[config.mk]
export PLATFORM = sky130hd
export DESIGN_NAME = mac_ctrl
export DESIGN_NICKNAME = d
export VERILOG_FILES = /design/src/rtl/mac_ctrl.sv
export SDC_FILE = /design/constraint.sdc
export NUM_CORES = 1
export LEC_CHECK = 0
export CAP_MARGIN = 20
export CORE_MARGIN = 1
export CORE_UTILIZATION = 40
export CTS_CLUSTER_SIZE = 25
export DETAILED_ROUTE_END_ITERATION = 16
export GPL_ROUTABILITY_DRIVEN = 0
export HOLD_SLACK_MARGIN = 0.03
export PLACE_DENSITY = 0.65
export SETUP_SLACK_MARGIN = 0.4
export SKIP_CTS_REPAIR_TIMING = 1
export SYNTH_ARGS = -nofsm -noshare
export SYNTH_HDL_FRONTEND = slang
export SYNTH_SLANG_ARGS = --single-unit
[constraint.sdc]
create_clock -name clk -period 3.4 [get_ports clk]
set_clock_uncertainty 0.05 [all_clocks]
set_input_delay 0.51 -clock clk [delete_from_list [all_inputs] [get_ports clk]]
set_output_delay 0.51 -clock clk [all_outputs]
set_load 0.1 [all_outputs]
[src/rtl/mac_ctrl.sv]
`timescale 1ns/1ps
// Purpose: Moore sequencer driving one MAC datapath through an N_TERMS-term dot product.
// Latency: result valid after edge 3*N_TERMS+2 from the start edge, plus one cycle per LOAD stall.
// Backpressure: in_valid/in_ready for operands; out_valid is held until out_ack; abort cancels at once.
module mac_ctrl #(
   parameter int N_TERMS = 50,
   parameter int CNT_W   = 8
) (
   input  logic clk,
   input  logic reset,
   input  logic start,
   input  logic abort,
   input  logic in_valid,
   output logic in_ready,
   input  logic tc,
   input  logic out_ack,
   output logic ld_a,
   output logic ld_b,
   output logic ld_acc,
   output logic ld_out,
   output logic count_en,
   output logic ld_count,
   output logic dp_clr,
   output logic busy,
   output logic out_valid,
   output logic cnt_err
);

   typedef enum logic [2:0] {
      S_IDLE  = 3'd0,
      S_CLR   = 3'd1,
      S_LOAD  = 3'd2,
      S_MAC   = 3'd3,
      S_CHECK = 3'd4,
      S_STORE = 3'd5,
      S_DONE  = 3'd6
   } state_t;

   localparam logic [CNT_W-1:0] LAST_TERM = CNT_W'(N_TERMS);

   state_t           state;
   state_t           state_nxt;
   logic [CNT_W-1:0] term_cnt;
   logic             last_term;

   // The internal count alone decides when the run ends; tc is only cross-checked.
   assign last_term = (term_cnt == LAST_TERM);

   // State register.
   always_ff @(posedge clk or negedge reset) begin
      if (!reset) begin
         state <= S_IDLE;
      end else begin
         state <= state_nxt;
      end
   end

   // Next-state logic; abort overrides every other transition out of a busy state.
   always_comb begin
      state_nxt = state;
      if (abort && (state != S_IDLE)) begin
         state_nxt = S_IDLE;
      end else begin
         case (state)
            S_IDLE:  if (start && !abort) state_nxt = S_CLR;
            S_CLR:   state_nxt = S_LOAD;
            S_LOAD:  if (in_valid) state_nxt = S_MAC;
            S_MAC:   state_nxt = S_CHECK;
            S_CHECK: state_nxt = last_term ? S_STORE : S_LOAD;
            S_STORE: state_nxt = S_DONE;
            S_DONE:  if (out_ack) state_nxt = S_IDLE;
            default: state_nxt = S_IDLE;
         endcase
      end
   end

   // Term counter: cleared alongside the datapath, advanced with each MAC unless aborted.
   always_ff @(posedge clk or negedge reset) begin
      if (!reset) begin
         term_cnt <= '0;
      end else if (!abort) begin
         if (state == S_CLR) begin
            term_cnt <= '0;
         end else if (state == S_MAC) begin
            term_cnt <= term_cnt + 1'b1;
         end
      end
   end

   // Sticky mismatch flag: cleared only when a new run is accepted, set on any tc disagreement.
   always_ff @(posedge clk or negedge reset) begin
      if (!reset) begin
         cnt_err <= 1'b0;
      end else if ((state == S_IDLE) && start && !abort) begin
         cnt_err <= 1'b0;
      end else if ((state == S_CHECK) && !abort && (tc != last_term)) begin
         cnt_err <= 1'b1;
      end
   end

   // Output decode from state; datapath strobes are suppressed in an abort cycle so nothing
   // in the datapath moves while the run is being cancelled.
   always_comb begin
      in_ready  = (state == S_LOAD);
      busy      = (state != S_IDLE);
      out_valid = (state == S_DONE);
      ld_a      = 1'b0;
      ld_b      = 1'b0;
      ld_acc    = 1'b0;
      count_en  = 1'b0;
      ld_out    = 1'b0;
      ld_count  = 1'b0;
      dp_clr    = 1'b0;
      if (!abort) begin
         case (state)
            S_CLR: dp_clr = 1'b1;
            S_LOAD: begin
               ld_a = in_valid;
               ld_b = in_valid;
            end
            S_MAC: begin
               ld_acc   = 1'b1;
               count_en = 1'b1;
            end
            S_STORE: begin
               ld_out   = 1'b1;
               ld_count = 1'b1;
            end
            default: ;
         endcase
      end
   end

endmodule

==> run summary <==
initial antenna violation count = 0
reg2reg start = state[1]
RSZ-0062 raised after global routing = false
leakage power = 0.0004408 uW
Detailed Routing Iterations Pass 1 = 4
die area = 0.002260 mm^2
core area = 0.001962 mm^2
TritonCTS buffer count = 3
post-route insts no fill = 127
clk root buf = clkbuf_4
slowest stage cell, crit path = clkdlybuf4s50_1
crit path time final = 2.693 ns
worst-skew pair later-pin latency = 0.28 ns
GRT overflow = 0
Register Area = 300.3 um^2
placed insts = 123
CTS max path bufs = 2
measured slew at the worst slew-check pin = 0.9722 ns
Post-route DRC = 0
initial core utilization = 0.4228
crit path capture type = output port
Avg Synthesized Cell Area = 9.427 um^2
Synthesis Warnings = 0
hold_sp = cnt_err
min-delay worst type = reg -> reg
critical path cell sequence = clkdlybuf4s50_1 -> nor3b_1 -> nand2_1 -> inv_1 -> buf_12
VDD IR max = 307.5 uV
Die Width = 47.54 um
Netlist cell types = 34
CTS tree = built
Post-Route WL = 1.667 mm
status = finished clean
H-tree Lvls = 1
WP data required = 2.84 ns
setup_tns = 0 ns
max cap viols = 0
clk slew on worst S/H paths = 0.08 ns
number of fill cells = 194
PwrDens = 468.5 mW/mm^2
WP data arrival = 2.13 ns
PortBufs = 17
crit path kind = in -> out
Vias = 665
Worst Hold End = cnt_err
Syn Inst Count = 88
vias in the first global route = 599
Num Clock Sinks = 12
Layout area overhead = 27.60%
Worst Reg2Reg Path Length in Cells = 4
first-pass GRT wire length = 2.704 mm
share of cells above drive strength 1 = 0.2600
Worst slew margin = 0.3498
delay-heaviest family, CP = buffers and inverters
FFs w/ async S/R, synth = 1.000
critical path peak fanout = 10
Final nets = 110
Worst path max stage delay = 0.63 ns
Final Hold Vio Count = 0
startpoint types = primary input
I/O pin count = 18
row count = 16
worst reg-to-reg setup slack = 1.36 ns
First DRT Iteration DRCs = 11
Routed wire per std cell = 13.13 um
maximum clock frequency = 371.3 MHz
Routed Antenna Nets = 0
final setup fails = 0
CP bufs+invs = 3
WHS Path Cells = 2
Pins Over Slew Limit = 0
top_reg_cell synth = dfrtp_1
total global-route track usage = 0.1733
ant diodes = 0
area of the multi-input gates = 490.5 um^2
register area share after synthesis = 0.3620
Crit Reg-Reg Endpoint = state[2]
Seq cells post-synth = 12
detailed-placement wirelength estimate = 1.222 mm
Mapped Nets = 97
Vias/cell = 5.236
largest net degree at the start of global routing = 20
Total Power = 495.9 uW
cell area after synthesis = 829.5 um^2
EDFF count, synth = 0
Tcrit/Tclk final = 0.7921
Die Y-Extent = 47.54 um
-- synth_stat cells, types with 2 or more instances --
cell type,n,area [um^2]
a22o_1,6,52.55
and3_1,2,12.51
nand2b_1,4,25.02
nor2_1,7,26.28
inv_1,4,15.01
a211oi_1,2,15.01
buf_2,3,15.01
mux2_2,2,22.52
dfrtp_1,12,300.3
ha_1,2,25.02
a2111o_1,2,22.52
buf_4,3,22.52
o21ai_0,9,45.04
nand2_1,6,22.52
nand3_1,4,20.02
nor4b_1,2,17.52
-- where the power goes --
part           internal, uW  switching [uW]  leakage [uW]
logic                  59.0             134      0.000255
registers               155            31.0      0.000165
clock network          65.2            51.8     0.0000210
-- tightest hold or removal path, delay by kind of cell, from the launching register on --
kind | cells | cell delay [ns]
flip-flops | 1 | 0.34
AO/OA/AOI/OAI | 2 | 0.14
-- cells by family after synthesis --
logic type,share of synthesized area
XOR/XNOR,0.01056
buffers and inverters,0.08595
flip-flops,0.3620
adder cells (fa/ha/maj),0.03016
AND/OR/NAND/NOR,0.2398
multiplexers,0.03921
AO/OA/AOI/OAI,0.2323
-- area by class of cell --
cell class              instances  area share
multi-input cells              63      0.4634
flip-flops and latches         12      0.2837
repair buffers                 17      0.1726
inverters                       4     0.01418
clock buffers                   4     0.03428
well taps                      27     0.03191
-- metrics by stage --
step           setup slack [ns]  hold WS [ns]  utilization  instance area, um^2
2_1_floorplan            0.5131        0.1644            -                862.1
3_3_place_gp             0.7289        0.4461       0.5210                 1022
3_5_place_dp             0.7090        0.4537       0.5210                 1022
4_1_cts                  0.6930        0.4694       0.5395                 1059
5_1_grt                  0.5580        0.5298       0.5395                 1059
6_report                 0.7069        0.4630       0.5395                 1059
-- layout by cell type, fill, tap and decap left out, types with 3 or more instances in the layout --
cell             netlist  routed
dfrtp_1               12      12
o21ai_0                9       9
clkdlybuf4s50_1        0       7
buf_4                  3       7
nor2_1                 7       6
nand2_1                6       6
a22o_1                 6       6
nand2b_1               4       4
inv_1                  4       4
nand3_1                4       4
clkbuf_4               0       3
buf_12                 0       3
-- per-layer routing --
metal / GRT usage / part of all wire / up-vias
met5: 0 / 0 / -
met4: 0.06667 / 0.016 / 0
met3: 0.03396 / 0.035 / 2
met2: 0.2740 / 0.45 / 16
met1: 0.2343 / 0.49 / 303
li1: - / - / 344
-- worst max path at each step --
stage               depth (start not counted)  slack [ns]  endpoint      from
floorplan                                   4        0.51    ld_out  state[1]
global route                                5        0.56  count_en     abort
finish                                      5        0.71  count_en     abort
CTS                                         5        0.69  count_en     abort
detailed placement                          5        0.71  count_en     abort
global placement                            5        0.73  count_en     abort
-- flip-flops by register name, summed over array words and instances (netlist names) --
| signal | flops |
|---|---|
| cnt_err | 1 |
| state | 3 |
| term_cnt | 8 |
Note: power is estimated with default switching activity, not from simulation.
